<file path="src/rtl/branch_ctrl_if.sv">
// rtl/branch_ctrl_if.sv - ID-stage branch control bus (ID operands, EX/MEM writeback tags, branch outputs)
interface branch_ctrl_if #(
  parameter int CNT_W = 16
);
  logic             id_valid;
  logic             id_branch;
  logic             id_link;
  logic             id_uses_rt;
  logic [4:0]       id_rs;
  logic [4:0]       id_rt;
  logic             ex_wreg;
  logic [4:0]       ex_wa;
  logic             ex_load;
  logic             mem_wreg;
  logic [4:0]       mem_wa;
  logic             mem_load;
  logic             cmp_y;
  logic             br_stall;
  logic             br_redirect;
  logic             br_link;
  logic             ds_flag;
  logic [CNT_W-1:0] branch_cnt;
  logic [CNT_W-1:0] taken_cnt;

  // Pipeline side: presents the ID instruction and downstream writers.
  modport master (
    output id_valid, id_branch, id_link, id_uses_rt, id_rs, id_rt,
    output ex_wreg, ex_wa, ex_load, mem_wreg, mem_wa, mem_load, cmp_y,
    input  br_stall, br_redirect, br_link, ds_flag, branch_cnt, taken_cnt
  );

  // Branch controller side.
  modport slave (
    input  id_valid, id_branch, id_link, id_uses_rt, id_rs, id_rt,
    input  ex_wreg, ex_wa, ex_load, mem_wreg, mem_wa, mem_load, cmp_y,
    output br_stall, br_redirect, br_link, ds_flag, branch_cnt, taken_cnt
  );
endinterface

</file>
<file path="src/rtl/branch_ctrl.sv">
// rtl/branch_ctrl.sv - ID-stage conditional branch sequencer: hazard stall, redirect, delay slot, statistics
module branch_ctrl #(
  parameter int CNT_W = 16
) (
  input  logic          clk,
  input  logic          resetn,
  input  logic          flush,
  input  logic          pipe_stall,
  branch_ctrl_if.slave  bus
);

  typedef enum logic [1:0] {
    S_IDLE  = 2'd0,
    S_WAIT  = 2'd1,
    S_DSLOT = 2'd2
  } state_t;

  state_t           r_state;
  state_t           w_state_nxt;
  logic [1:0]       r_cnt;          // WAIT cycles still to spend after the current one
  logic [1:0]       w_cnt_nxt;
  logic [CNT_W-1:0] r_branch_cnt;
  logic [CNT_W-1:0] r_taken_cnt;

  logic [1:0]       w_n_rs;
  logic [1:0]       w_n_rt;
  logic [1:0]       w_n;
  logic             w_is_br;
  logic             w_stall;
  logic             w_redirect;
  logic             w_link;
  logic             w_resolve;

  // Per-operand stall requirement; r0 is hardwired and MEM ALU results are forwarded.
  always_comb begin
    w_n_rs = 2'd0;
    w_n_rt = 2'd0;
    if (bus.id_rs != 5'd0) begin
      if (bus.ex_wreg && (bus.ex_wa == bus.id_rs))
        w_n_rs = bus.ex_load ? 2'd2 : 2'd1;
      else if (bus.mem_wreg && bus.mem_load && (bus.mem_wa == bus.id_rs))
        w_n_rs = 2'd1;
    end
    if (bus.id_uses_rt && (bus.id_rt != 5'd0)) begin
      if (bus.ex_wreg && (bus.ex_wa == bus.id_rt))
        w_n_rt = bus.ex_load ? 2'd2 : 2'd1;
      else if (bus.mem_wreg && bus.mem_load && (bus.mem_wa == bus.id_rt))
        w_n_rt = 2'd1;
    end
    w_n = (w_n_rs > w_n_rt) ? w_n_rs : w_n_rt;
  end

  // Next-state and output decode; flush overrides everything at the end.
  always_comb begin
    w_state_nxt = r_state;
    w_cnt_nxt   = r_cnt;
    w_stall     = 1'b0;
    w_redirect  = 1'b0;
    w_link      = 1'b0;
    w_resolve   = 1'b0;
    w_is_br     = bus.id_valid && bus.id_branch;
    case (r_state)
      S_IDLE: begin
        if (w_is_br) begin
          if (w_n != 2'd0) begin
            // This cycle is the first stall cycle; a single-cycle hazard
            // needs no WAIT and is simply re-evaluated next cycle.
            w_stall = 1'b1;
            if (!pipe_stall) begin
              w_cnt_nxt   = w_n - 2'd1;
              w_state_nxt = (w_n == 2'd1) ? S_IDLE : S_WAIT;
            end
          end else if (!pipe_stall) begin
            w_resolve   = 1'b1;
            w_redirect  = bus.cmp_y;
            w_link      = bus.id_link;
            w_state_nxt = S_DSLOT;
          end
        end
      end
      S_WAIT: begin
        w_stall = 1'b1;
        if (!pipe_stall) begin
          if (r_cnt <= 2'd1) begin
            w_cnt_nxt   = 2'd0;
            w_state_nxt = S_IDLE;
          end else begin
            w_cnt_nxt = r_cnt - 2'd1;
          end
        end
      end
      S_DSLOT: begin
        // Whatever sits in the slot (even a branch) is passed through untouched.
        if (bus.id_valid && !pipe_stall)
          w_state_nxt = S_IDLE;
      end
      default: w_state_nxt = S_IDLE;
    endcase
    if (flush) begin
      w_stall     = 1'b0;
      w_redirect  = 1'b0;
      w_link      = 1'b0;
      w_resolve   = 1'b0;
      w_state_nxt = S_IDLE;
      w_cnt_nxt   = 2'd0;
    end
  end

  // State and stall counter register.
  always_ff @(posedge clk or negedge resetn) begin
    if (!resetn) begin
      r_state <= S_IDLE;
      r_cnt   <= 2'd0;
    end else begin
      r_state <= w_state_nxt;
      r_cnt   <= w_cnt_nxt;
    end
  end

  // Saturating branch statistics, bumped only on an unstalled, unflushed resolve.
  always_ff @(posedge clk or negedge resetn) begin
    if (!resetn) begin
      r_branch_cnt <= '0;
      r_taken_cnt  <= '0;
    end else if (w_resolve) begin
      if (!(&r_branch_cnt))
        r_branch_cnt <= r_branch_cnt + 1'b1;
      if (bus.cmp_y && !(&r_taken_cnt))
        r_taken_cnt <= r_taken_cnt + 1'b1;
    end
  end

  assign bus.br_stall    = w_stall;
  assign bus.br_redirect = w_redirect;
  assign bus.br_link     = w_link;
  assign bus.ds_flag     = (r_state == S_DSLOT);
  assign bus.branch_cnt  = r_branch_cnt;
  assign bus.taken_cnt   = r_taken_cnt;

endmodule

</file>
<file path="src/flat_wrapper.sv">
// flat-port wrapper written by rule: the top's interface ports become plain ports
module branch_ctrl_flat 
#(
  parameter int CNT_W = 16
)
  (clk, resetn, flush, pipe_stall, bus_id_valid, bus_id_branch, bus_id_link, bus_id_uses_rt, bus_id_rs, bus_id_rt, bus_ex_wreg, bus_ex_wa, bus_ex_load, bus_mem_wreg, bus_mem_wa, bus_mem_load, bus_cmp_y, bus_br_stall, bus_br_redirect, bus_br_link, bus_ds_flag, bus_branch_cnt, bus_taken_cnt);
  branch_ctrl_if #(.CNT_W(CNT_W)) bus_i ();
  input  logic clk;
  input  logic resetn;
  input  logic flush;
  input  logic pipe_stall;
  input wire logic [$bits(bus_i.id_valid)-1:0] bus_id_valid;
  input wire logic [$bits(bus_i.id_branch)-1:0] bus_id_branch;
  input wire logic [$bits(bus_i.id_link)-1:0] bus_id_link;
  input wire logic [$bits(bus_i.id_uses_rt)-1:0] bus_id_uses_rt;
  input wire logic [$bits(bus_i.id_rs)-1:0] bus_id_rs;
  input wire logic [$bits(bus_i.id_rt)-1:0] bus_id_rt;
  input wire logic [$bits(bus_i.ex_wreg)-1:0] bus_ex_wreg;
  input wire logic [$bits(bus_i.ex_wa)-1:0] bus_ex_wa;
  input wire logic [$bits(bus_i.ex_load)-1:0] bus_ex_load;
  input wire logic [$bits(bus_i.mem_wreg)-1:0] bus_mem_wreg;
  input wire logic [$bits(bus_i.mem_wa)-1:0] bus_mem_wa;
  input wire logic [$bits(bus_i.mem_load)-1:0] bus_mem_load;
  input wire logic [$bits(bus_i.cmp_y)-1:0] bus_cmp_y;
  output wire logic [$bits(bus_i.br_stall)-1:0] bus_br_stall;
  output wire logic [$bits(bus_i.br_redirect)-1:0] bus_br_redirect;
  output wire logic [$bits(bus_i.br_link)-1:0] bus_br_link;
  output wire logic [$bits(bus_i.ds_flag)-1:0] bus_ds_flag;
  output wire logic [$bits(bus_i.branch_cnt)-1:0] bus_branch_cnt;
  output wire logic [$bits(bus_i.taken_cnt)-1:0] bus_taken_cnt;
  assign bus_i.id_valid = bus_id_valid;
  assign bus_i.id_branch = bus_id_branch;
  assign bus_i.id_link = bus_id_link;
  assign bus_i.id_uses_rt = bus_id_uses_rt;
  assign bus_i.id_rs = bus_id_rs;
  assign bus_i.id_rt = bus_id_rt;
  assign bus_i.ex_wreg = bus_ex_wreg;
  assign bus_i.ex_wa = bus_ex_wa;
  assign bus_i.ex_load = bus_ex_load;
  assign bus_i.mem_wreg = bus_mem_wreg;
  assign bus_i.mem_wa = bus_mem_wa;
  assign bus_i.mem_load = bus_mem_load;
  assign bus_i.cmp_y = bus_cmp_y;
  assign bus_br_stall = bus_i.br_stall;
  assign bus_br_redirect = bus_i.br_redirect;
  assign bus_br_link = bus_i.br_link;
  assign bus_ds_flag = bus_i.ds_flag;
  assign bus_branch_cnt = bus_i.branch_cnt;
  assign bus_taken_cnt = bus_i.taken_cnt;
  branch_ctrl #(.CNT_W(CNT_W)) u_core (.clk(clk), .resetn(resetn), .flush(flush), .pipe_stall(pipe_stall), .bus(bus_i));
endmodule
</file>
<file path="config.mk">
export PLATFORM = sky130hd
export DESIGN_NAME = branch_ctrl_flat
export DESIGN_NICKNAME = d
export VERILOG_FILES = /design/src/rtl/branch_ctrl_if.sv /design/src/rtl/branch_ctrl.sv /design/src/flat_wrapper.sv
export SDC_FILE = /design/constraint.sdc
export NUM_CORES = 1
export LEC_CHECK = 0
export ABC_CLOCK_PERIOD_IN_PS = 5750
export BUFFER_PORTS_ARGS = -buffer_cell sky130_fd_sc_hd__buf_4
export CELL_PAD_IN_SITES_DETAIL_PLACEMENT = 0
export CELL_PAD_IN_SITES_GLOBAL_PLACEMENT = 1
export CORE_MARGIN = 2
export CORE_UTILIZATION = 41
export CTS_CLUSTER_SIZE = 30
export DETAILED_ROUTE_END_ITERATION = 10
export PLACE_DENSITY_LB_ADDON = 0.1
export SLEW_MARGIN = 30
export SYNTH_ARGS = -nofsm -noshare
export SYNTH_HDL_FRONTEND = slang
export SYNTH_SLANG_ARGS = --single-unit
</file>
<file path="constraint.sdc">
create_clock -name clk -period 5.75 [get_ports clk]
set_input_delay 0.2875 -clock clk [delete_from_list [all_inputs] [get_ports clk]]
set_output_delay 0.2875 -clock clk [all_outputs]
set_load 0.005 [all_outputs]
</file>
**Word-level counts from Yosys, hierarchy flattened**

Cells that the tools add are included.

- Register bits after elaboration: 36
- Input port bits: 33
- Output and inout bits: 36
- Word-level logic and storage cells: 90

- $add $sub $neg: 4
- Order comparisons: 2
- Equality and inequality tests: 13
- Muxes and demuxes: 44
- Bitwise gates (word level): 1
- Reduce and logical (&&, ||, !) cells: 22

Operators by type and width:

| cell | number |
|---|---|
| 2-bit two-way mux | 20 |
| 16-bit by 1-bit adder with 16-bit output (second input constant) | 2 |
| 16-bit AND reduction | 2 |
| 1-bit two-way mux | 21 |
| 5-bit == test | 4 |
| 3-bit by 2-bit != test with 1-bit output (second input constant) | 4 |
| 5-bit AND reduction | 2 |
| 5-bit nonzero test | 2 |
| 1-bit logical AND | 9 |
| 3-bit != test (second input constant) | 2 |
| 2-bit one-hot mux with 3 select lines | 1 |
| 2-bit by 1-bit == test with 1-bit output (second input constant) | 2 |
| 2-bit one-hot mux with 2 select lines | 1 |
| 2-bit AND reduction | 2 |
| 2-bit by 1-bit subtractor with 2-bit output (second input constant) | 2 |
| 3-bit nonzero test | 1 |
| 2-bit == test (second input constant) | 1 |
| 2-bit > comparator | 1 |
| 2-bit by 1-bit less-or-equal comparator with 1-bit output (second input constant) | 1 |
| 1-bit zero test | 2 |
| 2-bit zero test | 1 |
| 1-bit one-hot mux with 2 select lines | 1 |
| 2-bit nonzero test | 1 |
| 1-bit NOT | 1 |

**Logic depth before layout (Yosys ltp)**

Gate-level depths: netlist of run 1.

- Word-level depth: 14
- Depth in mapped cells: 20
- Gate-level depth less buffers: 19

**Worst setup path before layout of run 1**

OpenSTA, ideal clock, no wires.

- Kind: input-to-reg
- From: input port bus_id_rs[3]
- To: register u_core.r_taken_cnt[1], in the netlist u_core.bus.taken_cnt[1]
- Library setup time: 0.125 ns
- Arrival: 3.092 ns
- Required time: 5.625 ns
- Setup slack: 2.533 ns
- Stages: 17
- Buffers on the path: 1
- Path through: xor2_1 > nor4_1 > and3_1 > mux2_2 > a21o_1 > ha_1 > a21oi_1 > nand2_1 > o32ai_1 > inv_1 > ha_1 > and3b_1 > nand3_2 > nor2_1 > o21a_1 > buf_2 > mux2_4

- Word-level cells in the longest chain between the ends: 13
- Elaborated cells on any way between the ends: 16
- Those cells by class: order compare (1); eq/ne (2); mux (8); reduce/logical (5)

Ends and longest elaborated chain:

| item | RTL line | text |
|---|---|---|
| from (decl) | flat_wrapper.sv:16 | `input wire logic [$bits(bus_i.id_rs)-1:0] bus_id_rs;` |
| 5-bit == test | branch_ctrl.sv:41 | `else if (bus.mem_wreg && bus.mem_load && (bus.mem_wa == bus.id_rs))` |
| 1-bit logical AND | branch_ctrl.sv:41 |  |
| 1-bit two-way mux | branch_ctrl.sv:41 |  |
| 2-bit two-way mux | branch_ctrl.sv:39 | `if (bus.ex_wreg && (bus.ex_wa == bus.id_rs))` |
| 2-bit two-way mux * | branch_ctrl.sv:38 | `if (bus.id_rs != 5'd0) begin` |
| 2-bit > comparator | branch_ctrl.sv:50 | `w_n = (w_n_rs > w_n_rt) ? w_n_rs : w_n_rt;` |
| 2-bit two-way mux * | branch_ctrl.sv:50 |  |
| 2-bit nonzero test * | branch_ctrl.sv:65 | `if (w_n != 2'd0) begin` |
| 1-bit two-way mux * | branch_ctrl.sv:65 |  |
| 1-bit two-way mux * | branch_ctrl.sv:64 | `if (w_is_br) begin` |
| 1-bit two-way mux * | branch_ctrl.sv:62 | `case (r_state)` |
| 1-bit two-way mux * | branch_ctrl.sv:99 | `if (flush) begin` |
| 2-bit AND reduction (no line) * | n/a |  |
| to (signal assigned) | branch_ctrl.sv:129 | `r_taken_cnt <= r_taken_cnt + 1'b1;` |
| to (decl) | branch_ctrl.sv:23 | `logic [CNT_W-1:0] r_taken_cnt;` |

Every way passes the cells marked *; elsewhere a longest branch is shown, timed or not.
A chain may end at the register's enable or synchronous reset.

**Final worst setup path of run 1**

- From: input port bus_id_rs[3]
- To: output port bus_br_redirect

- Word-level cells in the longest chain between the ends: 12
- Elaborated cells on any way between the ends: 15
- Those cells by class: order compare (1); eq/ne (2); mux (8); reduce/logical (4)

Ends and longest elaborated chain:

| item | RTL line | text |
|---|---|---|
| 5-bit == test | branch_ctrl.sv:41 |  |
| 1-bit logical AND | branch_ctrl.sv:41 |  |
| 1-bit two-way mux | branch_ctrl.sv:41 |  |
| 2-bit two-way mux | branch_ctrl.sv:39 |  |
| 2-bit two-way mux * | branch_ctrl.sv:38 |  |
| 2-bit > comparator | branch_ctrl.sv:50 |  |
| 2-bit two-way mux * | branch_ctrl.sv:50 |  |
| 2-bit nonzero test * | branch_ctrl.sv:65 |  |
| 1-bit two-way mux * | branch_ctrl.sv:65 |  |
| 1-bit two-way mux * | branch_ctrl.sv:64 |  |
| 1-bit two-way mux * | branch_ctrl.sv:62 |  |
| 1-bit two-way mux * | branch_ctrl.sv:99 |  |
| to (decl) | flat_wrapper.sv:26 | `output wire logic [$bits(bus_i.br_redirect)-1:0] bus_br_redirect;` |

Marked as above.

==> results of run 1 <==
-- state kept, by name, summed over array words and instances, names as in the netlist --
| signal | count |
|---|---|
| u_core.bus.branch_cnt | 16 |
| u_core.r_state | 2 |
| u_core.bus.taken_cnt | 16 |
| u_core.r_cnt | 2 |
-- layer usage --
layer / vias up / track usage [%]
met2: 52 / 28.5
met1: 896 / 21.1
met4: 0 / 5.89
met3: 5 / 3.49
li1: 927 / -
met5: - / 0
-- logic make-up after synthesis --
group / share of synthesized area (%)
simple gates: 24.0
fa+ha+maj: 3.93
buf+inv: 2.81
xor+xnor: 18.5
flops: 40.4
mux: 3.60
compound gates: 6.69
-- cell type report --
type                       instances  area share [%]
multi-input combinational        172            43.3
sequential                        36            30.8
timing repair buffer              69            17.8
tap                               70            3.00
clock buffer                       5            2.36
clock inverter                     3            1.46
inverter                          10            1.28
-- per-stage QoR --
stage	cells	hold WS, ns
floorplan	222	-0.00809
global placement	356	0.271
detailed placement	356	0.270
CTS	365	0.203
global route	365	0.211
finish	365	0.207
-- cell usage in the layout (no fill, tap or decap), drive strengths merged, types with 3 or more instances in the layout --
cell    Yosys  routed
clkbuf      1       5
ha          7       7
nor2       17      17
inv        10      10
nand2      13      13
xor2       25      25
nor3       11      11
nor4        5       5
mux2        5       5
dfrtp      36      36
a21oi       5       5
buf         3      68
nand3      13      13
nand4      10      10
o21ai       4       4
and2        3       3
and4        3       3
and3        7       7
nor2b       3       3
xnor2      22      22
-- timing repair --
item / 4_1_cts / 5_1_grt
hold buffers: 1 / 0
hold endpoints to repair: 36 / 0
setup endpoints to repair: 0 / 0
-- worst max path at each step --
| stage | slack (ns) | from | end |
|---|---|---|---|
| after floorplan | 2.53 | bus_id_rs[3] | u_core.bus.taken_cnt[1]$_DFFE_PN0P_ |
| after global placement | 2.15 | bus_id_rs[3] | u_core.bus.branch_cnt[15]$_DFFE_PN0P_ |
| after detailed placement | 2.09 | bus_id_rs[3] | u_core.bus.branch_cnt[8]$_DFFE_PN0P_ |
| after CTS | 2.26 | bus_id_rs[3] | bus_br_redirect |
| after global routing | 1.97 | bus_id_rs[3] | bus_br_redirect |
| final | 2.28 | bus_id_rs[3] | bus_br_redirect |
-- power by group --
group / switching, mW / internal [mW] / total [mW]
Combinational: 0.0556 / 0.0756 / 0.131
Clock: 0.0891 / 0.128 / 0.217
Sequential: 0.0298 / 0.275 / 0.305
Total: 0.175 / 0.479 / 0.653
==> results_dict.tcl, run 1 <==
set metrics [dict create \
    route.layer.met1.wl_mm 2.04 \
    floorplan.initialDensity_pct 43.1 \
    cts_htree_levels 2 \
    worstPathCellList "buf_4 > xor2_1 > nor4_1 > and3_1 > mux2_2 > a21o_1 > ha_1 > inv_1 > a21oi_1 > a21oi_1 > nand2_1 > o32ai_1 > inv_1 > ha_1 > and3b_1 > and3_1 > and2_1 > buf_4" \
    r2r-end "u_core.bus.branch_cnt[7]$_DFFE_PN0P_" \
    buffer_ports.inserted 68 \
    netlist.area_leader.share_pct 40.4 \
    clock_sink_count 36 \
    synth_enable_flop_cells 0 \
    post-route-util_pct 56.5 \
    met2RoutedLength_mm 2.34 \
    number_of_placement_rows 26 \
    layout.area.seq_sq_um 901 \
    clk_pin_slew_worst_paths_ns 0.07 \
    wl_mm 4.67 \
    fp.dieW_microns 77.7 \
    most_used_flip_flop_cell_after_synthesis "dfrtp_1" \
    critical-path-max-stage-delay_ns 0.35 \
    routabilityCongestion 0.815 \
    endpoint_kind_of_the_worst_setup_timing_path "output pin" \
    clock_path_buffers 2 \
    placement.setup.worst_slack_ns 2.09 \
    required_ns 5.46 \
    synthToLayoutAreaGrowth_pct 31.2 \
    actual_slew_at_the_worst_max_slew_pin_ns 0.500 \
    grt_start_max_net_pins 37 \
    power.total_uw 653 \
    path_buf_inv 4 \
    globalRoute.totalOverflow 0 \
    setup_viol 0 \
    drcViolationCount 0 \
    cts_buffers 5 \
    grt_pass1_vias 1803 \
    final_design_area_no_fill_sq_mm 0.00292 \
    fp.dieArea_sq_mm 0.00604 \
    mappedNetlistArea_sq_mm 0.00223 \
    initialDrtViolationCount 82 \
    critical_path.startpoint_type "primary input" \
    post_drt_via_cell_ratio 5.15 \
    min_path_cells 2 \
    cellLeakagePower_nw 1.37 \
    worst_path_dominant_cell_family "simple AND/OR/NAND/NOR gates" \
    route.antenna.remaining_nets 0 \
    cts.repair_timing.setup_buffer_count 0 \
    synth_cells 222 \
    highest_layer "met4" \
    yosys.cell_types.count 43 \
    drt-pass1-iter-count 4 \
    critical_path_depth 18 \
    multiInputGateArea_sq_mm 0.00126 \
    synth_top_cells_by_count "36 x dfrtp_1, 25 x xor2_1, 22 x xnor2_1" \
    slew_violations 0 \
    n_antenna_cell 0 \
    clock_insertion_delay_worst_skew_ns 0.29 \
    hold_viol_final 0 \
    tns_ns 0 \
    crit_type "primary input to output pin" \
    yosys-top-cells-area "dfrtp_1 40%, xor2_1 9.8%, xnor2_1 8.7%" \
    worst_path_max_delay_cell "mux2_2" \
    final.setup_skew_ns 0.00810 \
    grt_antenna_before_repair 0 \
    tritoncts "yes" \
    worst_reg_to_reg_path_cell_count 6 \
    timing.slew.headroom_pct 66.4 \
    min-delay-start "flush" \
    fraction_of_layout_cells_with_a_size_suffix_above_1_pct 30.8 \
    nNetsFinal 334 \
    rsz0062_at_grt "no" \
    synth-async-reset-ratio_pct 100 \
    ir_drop_v 0.000131 \
    power.density_cell_area_mw_per_mm2 224 \
    critical_r2r_launch "u_core.bus.branch_cnt[8]$_DFFE_PN0P_" \
    synthesis.nets 262 \
    io_pins 69 \
    design.core.area_sq_mm 0.00517 \
    min_delay_worst_endpoint "u_core.r_state[0]$_DFFE_PN0P_" \
    cts_resized 0 \
    detail_route.wl_per_cell_microns 12.8 \
    met3WireLength_microns 239 \
    finalWorstSetupSlack_ns 2.28 \
    synth-seq-area-share_pct 40.4 \
    globalRouteTotalUtil_pct 16.8 \
    critical_path.max_fanout 3 \
    synth_area_leader_cell "dfrtp_1" \
    final.min_clock_period_ns 3.47 \
    hold_path_class "primary input to flip-flop" \
    synth_seq_cells 36 \
    cts.root.buffer_cell "clkbuf_8" \
    place.detailed.hpwl_mm 3.84 \
    status "complete, no violations" \
    drv.max_cap_violation_count 0 \
    num_vias 1880 \
    final_min_period_over_clock_period_pct 60.4 \
    fillCellCount 472 \
    place_area_sq_mm 0.00280 \
    avgSynthCellArea_sq_um 10.0 \
    worst-endpoint-arrival_ns 3.18 \
    maxClockFrequency_mhz 288 \
    grt_first_pass_wirelength_mm 8.20 \
    die_ht_microns 77.7 \
    yosys_warnings 0 \
    synth.most_common_cell "dfrtp_1" \
    reg2reg_setup_slack_ns 3.91 \
]
(Power assumes the default switching activity.)
==> inputs of run 2 (changes only) <==
Settings changed: ABC_CLOCK_PERIOD_IN_PS 5750 to 3600, CORE_UTILIZATION 41 to 39.
Clock period 5.75 ns to 3.6 ns, I/O delays scaled along.
==> run 2 against run 1 <==
Global-route usage shrank 0.69 points. Clock power up 61%. Register-to-register slack got worse by 2.2 ns. First-iteration DRC count down 45%. Critical endpoint is now bus_br_link. Largest power group unchanged. Highest routed layer unchanged.
==> results_dict.tcl, run 2 (synthesis gave the netlist of run 1 again) <==
set metrics [dict create \
    cts.root.buffer_cell "clkbuf_8" \
    buffer_ports.inserted 68 \
    grt_antenna_before_repair 0 \
    met3WireLength_microns 194 \
    layout.area.seq_sq_um 901 \
    min_path_cells 2 \
    power.density_cell_area_mw_per_mm2 356 \
    clock_insertion_delay_worst_skew_ns 0.29 \
    status "complete, no violations" \
    met2RoutedLength_mm 2.39 \
    highest_layer "met4" \
    place_inst 360 \
    final.setup_skew_ns 0.00574 \
    actual_slew_at_the_worst_max_slew_pin_ns 0.457 \
    drcViolationCount 0 \
    endpoint_kind_of_the_worst_setup_timing_path "output pin" \
    critical_path.startpoint_type "primary input" \
    ir_drop_v 0.000146 \
    mostFrequentLayoutCell "buf_4" \
    grt_start_max_net_pins 37 \
    clock_path_buffers 2 \
    clk_pin_slew_worst_paths_ns 0.07 \
    placement.setup.worst_slack_ns 0.0770 \
    place.detailed.hpwl_mm 3.87 \
    routabilityCongestion 0.809 \
    slew_violations 0 \
    required_ns 3.42 \
    num_vias 1834 \
    initialDrtViolationCount 45 \
    globalRoute.totalOverflow 0 \
    fp.dieArea_sq_mm 0.00633 \
    worst_reg_to_reg_path_cell_count 6 \
    wl_mm 4.83 \
    tritoncts "yes" \
    critical_path.max_fanout 3 \
    design.core.area_sq_mm 0.00551 \
    highest_count_cells_in_the_layout_ignoring_fill_and_taps "70 x buf_4, 36 x dfrtp_1, 25 x xor2_1" \
    fillCellCount 531 \
    clock_sink_count 36 \
    io_pins 69 \
    final.min_clock_period_ns 3.28 \
    rsz0062_at_grt "no" \
    grt_pass1_vias 1780 \
    nNetsFinal 336 \
    tns_ns 0 \
    drt-pass1-iter-count 4 \
    cts_buffers 5 \
    worst-endpoint-arrival_ns 3.10 \
    timing.slew.headroom_pct 69.5 \
    post_drt_via_cell_ratio 4.97 \
    finalWorstSetupSlack_ns 0.323 \
    route.layer.met1.wl_mm 2.19 \
    maxClockFrequency_mhz 305 \
    final_min_period_over_clock_period_pct 91.0 \
    multiInputGateArea_sq_mm 0.00126 \
    fraction_of_layout_cells_with_a_size_suffix_above_1_pct 31.0 \
    globalRouteTotalUtil_pct 16.1 \
    n_antenna_cell 0 \
    cts_htree_levels 2 \
    hold_viol_final 0 \
    die_ht_microns 79.6 \
    cts.repair_timing.setup_buffer_count 0 \
    cts.hold.buffers_added 1 \
    hold_path_class "primary input to flip-flop" \
    cts_resized 0 \
    detail_route.wl_per_cell_microns 13.1 \
    fp.dieW_microns 79.6 \
    crit_type "primary input to output pin" \
    cellLeakagePower_nw 1.38 \
    final_cells 369 \
    floorplan.initialDensity_pct 40.4 \
    setup_viol 0 \
    drv.max_cap_violation_count 0 \
    route.antenna.remaining_nets 0 \
    number_of_placement_rows 27 \
    synthToLayoutAreaGrowth_pct 31.8 \
    grt_first_pass_wirelength_mm 8.13 \
]
==> run 2: cell types whose count changed in the layout (fill, tap and decap cells not counted) <==
cell	before	now
buf_4	68	70
clkbuf_1	0	1
clkinvlp_4	1	0
==> run 2: final timing paths <==
kind                                                      startpoint                                   end  slack [ns]
worst max-delay path                                    bus_id_rs[3]                           bus_br_link        0.32
worst min-delay path                                           flush         u_core.r_state[0]$_DFFE_PN0P_         0.1
worst max register to register  u_core.bus.branch_cnt[7]$_DFFE_PN0P_  u_core.bus.branch_cnt[9]$_DFFE_PN0P_        1.74
worst min register to register  u_core.bus.taken_cnt[14]$_DFFE_PN0P_  u_core.bus.taken_cnt[14]$_DFFE_PN0P_        0.49
max in group asynchronous                                     resetn   u_core.bus.taken_cnt[0]$_DFFE_PN0P_        2.89
min in group asynchronous                                     resetn  u_core.bus.branch_cnt[6]$_DFFE_PN0P_        0.39
==> run 2: report_power, final <==
group          switching, mW  internal (mW)
clock                  0.145          0.206
sequential            0.0465          0.439
combinational         0.0884          0.121
==> run 2: area by class of cell <==
| class | instances | area share (%) |
|---|---|---|
| inverter | 10 | 1.28 |
| timing repair buffer | 71 | 18.2 |
| clock buffer | 6 | 2.47 |
| tap | 72 | 3.07 |
| clock inverter | 2 | 1.19 |
| sequential | 36 | 30.7 |
| multi-input combinational | 172 | 43.1 |
==> run 2: critical path: stages <==
cell     delay, ns
buf_4         0.12
xor2_1        0.15
nor4_1        0.26
and3_1        0.21
mux2_2        0.35
a21o_1        0.16
ha_1          0.19
inv_1         0.05
a21oi_1       0.06
a21oi_1       0.16
nand2_1       0.08
o32ai_1       0.17
inv_1         0.08
ha_1          0.20
and3b_1       0.19
and3_1        0.20
and2_1        0.16
buf_4         0.13
==> run 2: through the flow <==
| step | cell area [sq um] | power (mW) | hold WS, ns | util [%] |
|---|---|---|---|---|
| after floorplan | 2230 | 0.581 | -0.116 | - |
| final | 2940 | 1.04 | 0.0993 | 53.3 |
| after detailed placement | 2820 | 0.706 | 0.169 | 51.2 |
| after CTS | 2940 | 1.06 | 0.0936 | 53.3 |
| after global routing | 2940 | 1.10 | 0.102 | 53.3 |
| after global placement | 2820 | 0.705 | 0.174 | 51.2 |
==> run 2: metal layers <==
| metal | global-route usage [%] | up-vias |
|---|---|---|
| met5 | 0 | - |
| met4 | 5.34 | 0 |
| met3 | 3.51 | 6 |
| met2 | 27.1 | 34 |
| met1 | 20.4 | 873 |
| li1 | - | 921 |
==> inputs of run 3 (changes only) <==
--- a/config.mk
+++ b/config.mk
@@ -8,4 +8,5 @@
 export ABC_CLOCK_PERIOD_IN_PS = 3600
 export BUFFER_PORTS_ARGS = -buffer_cell sky130_fd_sc_hd__buf_4
+export CAP_MARGIN = 20
 export CELL_PAD_IN_SITES_DETAIL_PLACEMENT = 0
 export CELL_PAD_IN_SITES_GLOBAL_PLACEMENT = 1
==> constraint.sdc (replaced) <==
create_clock -name clk -period 3.6 [get_ports clk]
set_input_delay 0 -clock clk [delete_from_list [all_inputs] [get_ports clk]]
set_output_delay 0 -clock clk [all_outputs]
set_load 0.005 [all_outputs]
==> run 3 against run 2 <==
Critical path type is now primary input to flip-flop. Critical path depth did not move. Hold slack better by 0.0035 ns. Total power is 6.5% lower. Count of clock-buffer cells in the layout fell by 1. Worst setup slack improved by 0.25 ns. Largest power group unchanged. First-iteration DRC count rose by 38%.
==> results_dict.tcl, run 3 (synthesis gave the netlist of run 1 again) <==
set metrics [dict create \
    combPwrFrac_pct 21.5 \
    nNetsFinal 336 \
    fp.dieW_microns 79.6 \
    grt_antenna_before_repair 0 \
    floorplan.initialDensity_pct 40.4 \
    routabilityCongestion 0.798 \
    highest_count_cells_in_the_layout_ignoring_fill_and_taps "69 x buf_4, 36 x dfrtp_1, 25 x xor2_1" \
    placement.setup.worst_slack_ns 0.254 \
    design.core.area_sq_mm 0.00551 \
    maxClockFrequency_mhz 331 \
    initialDrtViolationCount 62 \
    timing.slew.headroom_pct 69.7 \
    cts_resized 0 \
    place_area_sq_mm 0.00281 \
    setup_viol 0 \
    io_pins 69 \
    endpoint_kind_of_the_worst_setup_timing_path "flip-flop" \
    required_ns 3.77 \
    globalRoute.totalOverflow 0 \
    die_ht_microns 79.6 \
    detail_route.wl_per_cell_microns 12.7 \
    cell_internal_pwr_uw 696 \
    final.setup_skew_ns 0.00876 \
    route.antenna.remaining_nets 0 \
    clk_pin_slew_worst_paths_ns 0.07 \
    mostFrequentLayoutCell "buf_4" \
    num_vias 1848 \
    synthToLayoutAreaGrowth_pct 31.0 \
    crit_type "primary input to flip-flop" \
    grt_start_max_net_pins 37 \
    cts.repair_timing.setup_buffer_count 0 \
    buffer_ports.inserted 68 \
    power.switching_fraction_pct 28.8 \
    n_antenna_cell 0 \
    final.min_clock_period_ns 3.02 \
    grt_first_pass_wirelength_mm 7.96 \
    status "complete, no violations" \
    final_min_period_over_clock_period_pct 84.0 \
    cts.root.buffer_cell "clkbuf_8" \
    clock_power_share_pct 28.8 \
    drt-pass1-iter-count 4 \
    place.detailed.hpwl_mm 3.80 \
    wl_mm 4.69 \
    gr-usage-met1_pct 20.8 \
    post-route-util_pct 53.0 \
    tritoncts "yes" \
    fraction_of_layout_cells_with_a_size_suffix_above_1_pct 31.0 \
    actual_slew_at_the_worst_max_slew_pin_ns 0.454 \
    grt.met3_usage_pct 4.07 \
    fillCellCount 530 \
    post_drt_via_cell_ratio 5.01 \
    clock_path_buffers 2 \
    tns_ns 0 \
    number_of_placement_rows 27 \
    hold_path_class "primary input to flip-flop" \
    power.density_cell_area_mw_per_mm2 335 \
    grt_pass1_vias 1716 \
    cts_htree_levels 2 \
    hold_viol_final 0 \
    drv.max_cap_violation_count 0 \
    grt.met2_usage_pct 25.8 \
    grt_max_usage_layer "met2" \
    drcViolationCount 0 \
    finalWorstSetupSlack_ns 0.576 \
    ir_drop_v 0.000150 \
    clock_sink_count 36 \
    slew_violations 0 \
    cts_buffers 5 \
    globalRouteTotalUtil_pct 15.8 \
    critical_path.max_fanout 8 \
    clock_insertion_delay_worst_skew_ns 0.28 \
    rsz0062_at_grt "no" \
    power.sequential.fraction_pct 49.6 \
    cellLeakagePower_nw 1.38 \
    fp.dieArea_sq_mm 0.00633 \
    net-switching-power_uw 281 \
    critical_path.startpoint_type "primary input" \
    final_design_area_no_fill_sq_mm 0.00292 \
    cts.hold.buffers_added 2 \
    worst-endpoint-arrival_ns 3.19 \
]
[run 3: cell types whose count changed in the layout (fill, tap and decap cells not counted)]
| cell | previous run | this run |
|---|---|---|
| buf_4 | 70 | 69 |
| bufinv_16 | 1 | 0 |
| clkbuf_1 | 1 | 0 |
| clkinv_2 | 1 | 2 |
| clkinv_4 | 0 | 1 |
| dlygate4sd3_1 | 1 | 2 |
[run 3: power groups by stage]
| stage | Combinational, mW | Sequential, mW | Clock, mW |
|---|---|---|---|
| floorplan | 0.0948 | 0.486 | 0 |
| global placement | 0.212 | 0.494 | 0 |
| detailed placement | 0.212 | 0.494 | 0 |
| CTS | 0.215 | 0.486 | 0.295 |
| global route | 0.235 | 0.491 | 0.312 |
| finish | 0.210 | 0.485 | 0.281 |
[run 3: final timing paths]
kind                                                          to                            startpoint  depth (start not counted)  slack (ns)
min in group asynchronous  u_core.bus.branch_cnt[13]$_DFFE_PN0P_                                resetn                          2        0.21
max in group asynchronous   u_core.bus.branch_cnt[2]$_DFFE_PN0P_                                resetn                          2        3.07
setup reg to reg             u_core.bus.taken_cnt[1]$_DFFE_PN0P_   u_core.bus.taken_cnt[8]$_DFFE_PN0P_                          5        1.78
hold reg to reg             u_core.bus.taken_cnt[14]$_DFFE_PN0P_  u_core.bus.taken_cnt[14]$_DFFE_PN0P_                          1        0.49
hold / removal                       u_core.r_cnt[0]$_DFFE_PN0P_                            pipe_stall                          4        0.10
setup / recovery             u_core.bus.taken_cnt[1]$_DFFE_PN0P_                          bus_id_rs[3]                         18        0.58
[run 3: layout make-up]
type / count / area [sq um] / area share [%]
Clock inverter: 3 / 18.8 / 0.643
Sequential cell: 36 / 901 / 30.9
Clock buffer: 5 / 68.8 / 2.36
Timing Repair Buffer: 71 / 538 / 18.4
Inverter: 10 / 37.5 / 1.29
Multi-Input combinational cell: 172 / 1260 / 43.3
Tap cell: 72 / 90.1 / 3.09
[run 3: stage by stage]
| step | power (mW) | hold WS (ns) | cells |
|---|---|---|---|
| after global placement | 0.706 | -0.0125 | 359 |
| final | 0.977 | 0.103 | 369 |
| after detailed placement | 0.706 | -0.0116 | 359 |
| after global routing | 1.04 | 0.114 | 369 |
| after floorplan | 0.581 | -0.296 | 222 |
| after CTS | 0.996 | 0.0836 | 369 |
[run 3: critical path, stage by stage]
cell	delay, ns
buf_4	0.12
xor2_1	0.15
nor4_1	0.27
and3_1	0.21
mux2_2	0.35
a21o_1	0.16
ha_1	0.18
inv_1	0.05
a21oi_1	0.06
a21oi_1	0.16
o32ai_1	0.12
inv_1	0.07
ha_1	0.16
and3b_1	0.19
nand3_2	0.15
nor2_1	0.13
o21a_1	0.33
mux2_4	0.33
[run 3: layer usage]
metal | up-vias | share of wire, %
li1 | 925 | -
met1 | 874 | 44
met2 | 45 | 50
met3 | 4 | 5.2
met4 | 0 | 0.88
met5 | - | 0
